===== src/rtl/code_lock.sv =====
// Keypad code lock: digit-serial entry, failed-attempt lockout and
// in-place reprogramming of the stored code while unlocked.
module code_lock #(
  parameter int DIGIT_W        = 4,
  parameter int CODE_LEN       = 6,
  parameter int MAX_FAILS      = 3,
  parameter int LOCKOUT_CYCLES = 16,
  parameter logic [CODE_LEN*DIGIT_W-1:0] DEFAULT_CODE = 24'h335256
) (
  input  logic                              clk,
  input  logic                              reset,
  input  logic                              key_valid,
  input  logic [DIGIT_W-1:0]                key,
  input  logic                              relock,
  input  logic                              prog_en,
  output logic                              locked,
  output logic                              alarm,
  output logic [$clog2(MAX_FAILS+1)-1:0]    fail_count,
  output logic [$clog2(CODE_LEN+1)-1:0]     digit_count
);

  localparam int CW = CODE_LEN * DIGIT_W;
  localparam int PW = CW - DIGIT_W;
  localparam int FW = $clog2(MAX_FAILS + 1);
  localparam int DW = $clog2(CODE_LEN + 1);
  localparam int LW = $clog2(LOCKOUT_CYCLES + 1);

  localparam logic [DIGIT_W-1:0] CLEAR = '1;
  localparam logic [DW-1:0]      LAST  = DW'(CODE_LEN - 1);
  localparam logic [FW-1:0]      FMAX  = FW'(MAX_FAILS);
  localparam logic [LW-1:0]      LTOP  = LW'(LOCKOUT_CYCLES - 1);

  typedef enum logic [1:0] {
    S_ENTRY,
    S_UNLOCKED,
    S_PROGRAM,
    S_LOCKOUT
  } state_t;

  state_t          state;
  logic [CW-1:0]   code_q;
  logic [PW-1:0]   entry_q;
  logic [PW-1:0]   shadow_q;
  logic [LW-1:0]   lock_cnt;

  logic            is_clear;
  logic            last;
  logic            match;
  logic [CW-1:0]   entry_word;
  logic [CW-1:0]   shadow_word;
  logic [FW-1:0]   fail_nxt;

  // The final digit is folded in combinationally so the whole code is
  // judged on the same edge that samples it.
  always_comb begin
    is_clear    = (key == CLEAR);
    last        = (digit_count == LAST);
    entry_word  = {entry_q, key};
    shadow_word = {shadow_q, key};
    match       = (entry_word == code_q);
    fail_nxt    = (fail_count == FMAX) ? FMAX : fail_count + FW'(1);
  end

  always_ff @(posedge clk) begin
    if (reset) begin
      state       <= S_ENTRY;
      locked      <= 1'b1;
      alarm       <= 1'b0;
      fail_count  <= '0;
      digit_count <= '0;
      code_q      <= DEFAULT_CODE;
      entry_q     <= '0;
      shadow_q    <= '0;
      lock_cnt    <= '0;
    end else begin
      unique case (state)
        S_LOCKOUT: begin
          if (lock_cnt == '0) begin
            state      <= S_ENTRY;
            alarm      <= 1'b0;
            fail_count <= '0;
          end else begin
            lock_cnt <= lock_cnt - LW'(1);
          end
        end
        S_ENTRY: begin
          if (relock) begin
            digit_count <= '0;
          end else if (key_valid) begin
            if (is_clear) begin
              digit_count <= '0;
            end else if (last) begin
              digit_count <= '0;
              if (match) begin
                state      <= S_UNLOCKED;
                locked     <= 1'b0;
                fail_count <= '0;
              end else begin
                fail_count <= fail_nxt;
                if (fail_nxt == FMAX) begin
                  state    <= S_LOCKOUT;
                  alarm    <= 1'b1;
                  lock_cnt <= LTOP;
                end
              end
            end else begin
              entry_q     <= entry_word[PW-1:0];
              digit_count <= digit_count + DW'(1);
            end
          end
        end
        S_UNLOCKED: begin
          if (relock) begin
            state       <= S_ENTRY;
            locked      <= 1'b1;
            digit_count <= '0;
          end else if (key_valid && prog_en && !is_clear) begin
            state       <= S_PROGRAM;
            shadow_q    <= shadow_word[PW-1:0];
            digit_count <= DW'(1);
          end
        end
        S_PROGRAM: begin
          if (relock) begin
            state       <= S_ENTRY;
            locked      <= 1'b1;
            digit_count <= '0;
          end else if (!prog_en || (key_valid && is_clear)) begin
            state       <= S_UNLOCKED;
            digit_count <= '0;
          end else if (key_valid) begin
            if (last) begin
              code_q      <= shadow_word;
              state       <= S_UNLOCKED;
              digit_count <= '0;
            end else begin
              shadow_q    <= shadow_word[PW-1:0];
              digit_count <= digit_count + DW'(1);
            end
          end
        end
        default: state <= S_ENTRY;
      endcase
    end
  end

endmodule


===== config.mk =====
export PLATFORM = sky130hd
export DESIGN_NAME = code_lock
export DESIGN_NICKNAME = d
export VERILOG_FILES = /design/src/rtl/code_lock.sv
export SDC_FILE = /design/constraint.sdc
export NUM_CORES = 1
export LEC_CHECK = 0
export BUFFER_PORTS_ARGS = -buffer_cell sky130_fd_sc_hd__buf_4
export CORE_MARGIN = 10
export CORE_UTILIZATION = 40
export DETAILED_ROUTE_END_ITERATION = 8
export GPL_TIMING_DRIVEN = 0
export PLACE_DENSITY = 0.65
export SYNTH_ARGS = -nofsm -noshare
export SYNTH_HDL_FRONTEND = slang
export SYNTH_SLANG_ARGS = --single-unit
export TNS_END_PERCENT = 100

===== constraint.sdc =====
create_clock -name clk -period 2.4 [get_ports clk]
set_input_delay 0.6 -clock clk [delete_from_list [all_inputs] [get_ports clk]]
set_output_delay 0.6 -clock clk [all_outputs]
set_load 0.1 [all_outputs]

==> results_dict.tcl, run 1 <==
set metrics [dict create \
    asyncSetResetFlopFracSynth_pct 0 \
    drt_iter0_drc 140 \
    post_synth_main_area_contributors "sky130_fd_sc_hd__dfxtp_1 (45%), sky130_fd_sc_hd__nand2_1 (10%), sky130_fd_sc_hd__mux2i_1 (6.3%), sky130_fd_sc_hd__a21oi_1 (6.1%), sky130_fd_sc_hd__xnor2_1 (4.3%)" \
    grt_pass1_wl_um 13390 \
    num_rows 33 \
    postRouteWirelength_um 7935 \
    worst_ep_required_time_ps 2670 \
    finish.net_count 452 \
    fin_tns_setup_ps 0 \
    critPathCaptureType "register" \
    syn_nets 427 \
    place.gp.congestion 0.8580 \
    power.density_cell_area_nw_per_um2 727.8 \
    slowest_delay_ps 410 \
    antenna-diode-count 0 \
    cp_cell_sequence "inv_1 -> ha_1 -> nor4b_2 -> nor2b_1 -> nor3_1 -> a21boi_1 -> mux2i_1" \
    hold_path_depth 2 \
    hold_buffers 0 \
    clkLatencyLatePin_ps 340 \
    route.detailed.drc 0 \
    number_of_global_route_vias_before_repair 2750 \
    report.final.slew_viol_count 0 \
    route.vias.total 2874 \
    ys_dominant_reg_cell "sky130_fd_sc_hd__dfxtp_1" \
    postSynthRegisterBits 78 \
    max-slew-margin-rel_pct 64.23 \
    drtAntennaViolNets 0 \
    cts-resized-gates 0 \
    worst_r2r_path_depth 7 \
    clock_tree.buffer_depth 2 \
    worst_ep_arrival_time_ps 2440 \
    core-area_um2 8341 \
    design.die.area_um2 12810 \
    syn_area_um2 3472 \
    layout_common_cells "sky130_fd_sc_hd__nand2_1 (95), sky130_fd_sc_hd__dfxtp_1 (78), sky130_fd_sc_hd__a21oi_1 (42), sky130_fd_sc_hd__nor2_1 (29), sky130_fd_sc_hd__mux2i_1 (22)" \
    skew_ps 7.628 \
    fin_crit_ps 2170 \
    maximum_number_of_pins_on_one_net_before_global_route_repair 14 \
    postCtsSetupRepairBufs 0 \
    final-setup-viol-count 0 \
    hold_viol_final 0 \
    post_synth_num_cell_types 48 \
    status "finished clean" \
    netlist.area_leader.share_pct 44.97 \
    drt_pre_antenna_iters 5 \
    critical_path.startpoint_type "register" \
    synth_edf_count 0 \
    synthesis.instances 412 \
    final_core_utilization_pct 47.31 \
    initial_utilization_pct 41.63 \
    cts_htree_levels 3 \
    drv.max_cap_violation_count 0 \
    place.port_buffers 14 \
    worst-path-max-fanout 4 \
    setup_repair_after_global_routing_missed_its_margin "no" \
    timing.hold.worst.class "register to register" \
    critical_path_class "register to register" \
    cts-root-buf "sky130_fd_sc_hd__clkbuf_8" \
    die-width_um 113.2 \
    cts-buffers-inserted 9 \
    io_pins 16 \
    viasPerCell 5.254 \
    crit_path_top_delay_cell "sky130_fd_sc_hd__nor4b_2" \
    worst_pin_slew_ps 536.6 \
    yosysWarningCount 0 \
    wl_per_cell_um 14.51 \
    gr-total-overflow 0 \
    power.ir.vdd_worst_mv 0.4820 \
    hpwlAfterDp_um 5994 \
    tritoncts_clock_tree "yes" \
    final_layout_size_suffix_gt1_share_pct 9.050 \
    synthDominantAreaCellType "sky130_fd_sc_hd__dfxtp_1" \
    yosysSeqAreaShare_pct 44.97 \
    initial_antenna_violation_count 0 \
    dieHeight_um 113.2 \
    flow.area_growth_from_synthesis_pct 13.66 \
    layout_worst_path_cycle_share_pct 90.42 \
    clk_transition_reported_paths_ps 80 \
    timing.fmax_mhz 460.8 \
    leakage_nw 1.379 \
    layout.filler_cells 845 \
    synthesis.area_per_instance_um2 8.427 \
    clock-sinks 78 \
    layout_commonest_cell "sky130_fd_sc_hd__nand2_1" \
    globalRouteTotalUtil_pct 12.46 \
]
## registers in the layout, summed over array words and instances, names as in the netlist, 2 cells and up
signal       cells
code_q          24
lock_cnt         5
shadow_q        20
digit_count      3
entry_q         20
state            2
fail_count       2
## where the power goes
group          switching (mW)  leakage [nW]  internal (mW)  total (mW)
combinational           0.242         0.635          0.106       0.348
sequential             0.0271         0.630           1.32        1.35
clock                   0.482         0.114          0.696        1.18
## routing by layer
layer	share of wire, %	global-route usage (%)	wire length (um)	vias up
met2	45	19.05	3538	50
met1	51	16.62	4024	1348
met3	2.5	1.426	195	11
met4	2.2	6.853	177	0
li1	-	-	-	1465
met5	0	0	0	-
## kinds of logic (layout without fill, tap and decap cells)
logic type	after synthesis	count (layout)	synth area share (%)
AND/OR/NAND/NOR	182	182	24.65
flip-flops	78	78	44.97
AO/OA/AOI/OAI	67	67	11.78
buffers and inverters	32	62	3.783
XOR/XNOR	25	25	6.306
multiplexers	22	22	6.342
adder cells (fa/ha/maj)	6	6	2.162
## final cells by class
| class | count | area [um^2] | share of cell area (%) |
|---|---|---|---|
| sequential | 78 | 1562 | 39.57 |
| buffer | 23 | 97.59 | 2.473 |
| clock buffer | 11 | 131.4 | 3.329 |
| clock inverter | 5 | 106.4 | 2.695 |
| tap | 105 | 131.4 | 3.329 |
| timing repair buffer | 14 | 105.1 | 2.663 |
| multi-input combinational | 302 | 1779 | 45.09 |
| inverter | 9 | 33.78 | 0.8561 |
## critical path: cells and delay by family (launching register included)
kind / cells / cell delay [ps]
compound gates: 1 / 250
fa+ha+maj: 1 / 180
buf+inv: 1 / 120
flops: 1 / 350
simple gates: 3 / 960
mux: 1 / 240
## cell usage after synthesis (all sizes together), types with 2 or more instances
master	count
nand2	96
dfxtp	78
a21oi	42
nor2	30
mux2i	22
clkbuf	18
xnor2	17
nand3	16
inv	8
xor2	8
ha	6
nand4	6
nor3	6
nor4	6
buf	5
nor2b	4
o21ai	4
a211oi	3
a311oi	3
a31oi	3
and3	3
nor3b	3
nor4b	3
a221oi	2
and4	2
nand2b	2
o32ai	2
or3	2
## path summary, 6_finish.rpt
check	end	slack, ps	startpoint
setup / recovery	state[0]	230	lock_cnt[0]
hold / removal	code_q[0]	470	code_q[0]
setup reg to reg	state[0]	230	lock_cnt[0]
hold reg to reg	code_q[0]	470	code_q[0]
## through the flow
step | power (mW) | std cells | instance area [um^2] | worst slack (ps) | hold WS (ps)
floorplan | 1.629 | 412 | 3472 | 8.652 | 431.2
global placement | 1.714 | 531 | 3709 | 94.82 | 456.5
detailed placement | 1.721 | 531 | 3709 | 109.8 | 459.3
CTS | 2.885 | 547 | 3946 | 278.1 | 470.1
global route | 2.984 | 547 | 3946 | 49.50 | 490.8
finish | 2.872 | 547 | 3946 | 229.8 | 469.2
Note: power is estimated with default switching activity, not from simulation.
==> run 2: changes to the inputs <==
- CORE_MARGIN: 10 -> not set
==> run 2 against run 1 <==
  * Flip-flop and latch count unchanged
  * Maximum frequency is essentially flat
  * Cell count is the same
  * Wire length decreased by 0.28%
  * Cell area fell by 1.6%
  * Core utilization down 0.52 points
  * Clock power decreased by 25%
  * Register-to-register slack about the same
  * First-iteration DRC count is 3.6% higher
  * Global-route usage increased by 6.8 points
  * Die area shrank 29%
  * Via count up 0.35%
  * Critical path type unchanged
  * Critical endpoint unchanged
  * Largest power group unchanged
==> results_dict.tcl, run 2 (synthesized netlist as in run 1, its figures left out) <==
set metrics [dict create \
    drt_iter0_drc 145 \
    number_of_global_route_vias_before_repair 2669 \
    largest_registers "code_q x24, entry_q x20, shadow_q x20" \
    finish.net_count 452 \
    layout_worst_path_cycle_share_pct 90.46 \
    skew_ps 9.674 \
    timing.fmax_mhz 460.6 \
    hold_viol_final 0 \
    place.gp.congestion 0.8203 \
    antenna-diode-count 0 \
    cts-buffers-inserted 9 \
    initial_antenna_violation_count 0 \
    initial_utilization_pct 41.84 \
    worst-path-max-fanout 4 \
    max-slew-margin-rel_pct 61.12 \
    core-area_um2 8299 \
    final_cells 547 \
    layout_common_cells "sky130_fd_sc_hd__nand2_1 (95), sky130_fd_sc_hd__dfxtp_1 (78), sky130_fd_sc_hd__a21oi_1 (42), sky130_fd_sc_hd__nor2_1 (29), sky130_fd_sc_hd__mux2i_1 (22)" \
    setup_repair_after_global_routing_missed_its_margin "no" \
    tritoncts_clock_tree "yes" \
    num_rows 33 \
    viasPerCell 5.272 \
    die-width_um 95.17 \
    layout_commonest_cell "sky130_fd_sc_hd__nand2_1" \
    grt_util_met3_pct 3.030 \
    critical_path_class "register to register" \
    design.die.area_um2 9056 \
    postCtsSetupRepairBufs 0 \
    drt_pre_antenna_iters 4 \
    clock_tree.buffer_depth 2 \
    grt_use_met1_pct 26.25 \
    fin_crit_ps 2171 \
    fin_total_pwr_mw 2.580 \
    power.density_cell_area_nw_per_um2 664.3 \
    critical_path.startpoint_type "register" \
    io_pins 16 \
    use_met2_pct 29.52 \
    globalRouteTotalUtil_pct 19.24 \
    hpwlAfterDp_um 5806 \
    fin_tns_setup_ps 0 \
    clock-sinks 78 \
    register_with_the_most_flip_flops "code_q" \
    final_layout_size_suffix_gt1_share_pct 9.502 \
    clk_transition_reported_paths_ps 80 \
    grt_pass1_wl_um 13280 \
    postLayoutCellArea_um2 3884 \
    route.vias.total 2884 \
    maximum_number_of_pins_on_one_net_before_global_route_repair 15 \
    placement.cell_area_um2 3709 \
    final-setup-viol-count 0 \
    power.ir.vdd_worst_mv 0.3814 \
    place.port_buffers 14 \
    cts_htree_levels 3 \
    largest_reg_flops 24 \
    hold_buffers 0 \
    status "finished clean" \
    postRouteWirelength_um 7913 \
    cts-root-buf "sky130_fd_sc_hd__clkbuf_8" \
    report.final.slew_viol_count 0 \
    critPathCaptureType "register" \
    dieHeight_um 95.17 \
    dp_cells 531 \
    gr-max-usage-layer "met2" \
    drv.max_cap_violation_count 0 \
    route.detailed.drc 0 \
    leakage_nw 1.350 \
    worst_ep_required_time_ps 2680 \
    timing.hold.worst.class "register to register" \
    worst_ep_arrival_time_ps 2450 \
    flow.area_growth_from_synthesis_pct 11.86 \
    clkLatencyLatePin_ps 350 \
    wl_per_cell_um 14.47 \
    worst_pin_slew_ps 583.2 \
    gr-total-overflow 0 \
    drtAntennaViolNets 0 \
]
-- run 2: cell count changes in the layout (fill, tap and decap cells not counted) --
| cell | before | now |
|---|---|---|
| sky130_fd_sc_hd__bufinv_16 | 3 | 0 |
| sky130_fd_sc_hd__clkbuf_1 | 20 | 18 |
| sky130_fd_sc_hd__clkbuf_2 | 0 | 1 |
| sky130_fd_sc_hd__clkinv_2 | 0 | 1 |
| sky130_fd_sc_hd__clkinv_4 | 0 | 2 |
| sky130_fd_sc_hd__clkinvlp_4 | 1 | 2 |
-- run 2: worst max-delay path: stages, from the launching register on --
cell and delay (ps):
sky130_fd_sc_hd__dfxtp_1 360, sky130_fd_sc_hd__inv_1 110, sky130_fd_sc_hd__ha_1 170, sky130_fd_sc_hd__nor4b_2 420
sky130_fd_sc_hd__nor2b_1 200, sky130_fd_sc_hd__nor3_1 340, sky130_fd_sc_hd__a21boi_1 280, sky130_fd_sc_hd__mux2i_1 220
-- run 2: worst paths after layout --
path / start / to / slack [ps] / depth (start not counted)
worst max-delay path: lock_cnt[0] / state[0] / 230 / 7
worst min-delay path: shadow_q[18] / code_q[22] / 470 / 2
worst max register to register: lock_cnt[0] / state[0] / 230 / 7
worst min register to register: shadow_q[18] / code_q[22] / 470 / 2
-- run 2: metal layers --
layer / share of wire [%] / vias to the layer above
li1: - / 1461
met1: 50 / 1342
met2: 44 / 67
met3: 3.7 / 14
met4: 2.1 / 0
met5: 0 / -
-- run 2: area by class of cell --
type                    count  area (um^2)
well taps                 105        131.4
clock inverters             6        46.29
fillers                   795         4415
clock buffers              10        127.6
inverters                   9        33.78
multi-input cells         302         1779
flip-flops and latches     78         1562
repair buffers             14        105.1
plain buffers              23        98.84
-- run 2: metrics by stage --
stage	util (%)	setup slack [ps]	hold WS, ps
floorplan	-	8.652	431.2
global placement	44.69	83.51	452.2
detailed placement	44.69	67.61	460.8
CTS	46.78	222.1	474.4
global route	46.80	53.22	491.2
finish	46.80	229.1	469.7
-- run 2: report_power, final --
group,switching (mW),internal [mW],total [mW]
logic,0.245,0.107,0.352
clock network,0.502,0.381,0.883
registers,0.0264,1.32,1.35
total,0.773,1.81,2.58
-- run 2: timing repair --
item / 4_1_cts / 5_1_grt
resized for setup: 0 / 2
endpoints found under the setup margin: 0 / 2
endpoints found under the hold margin: 0 / 0
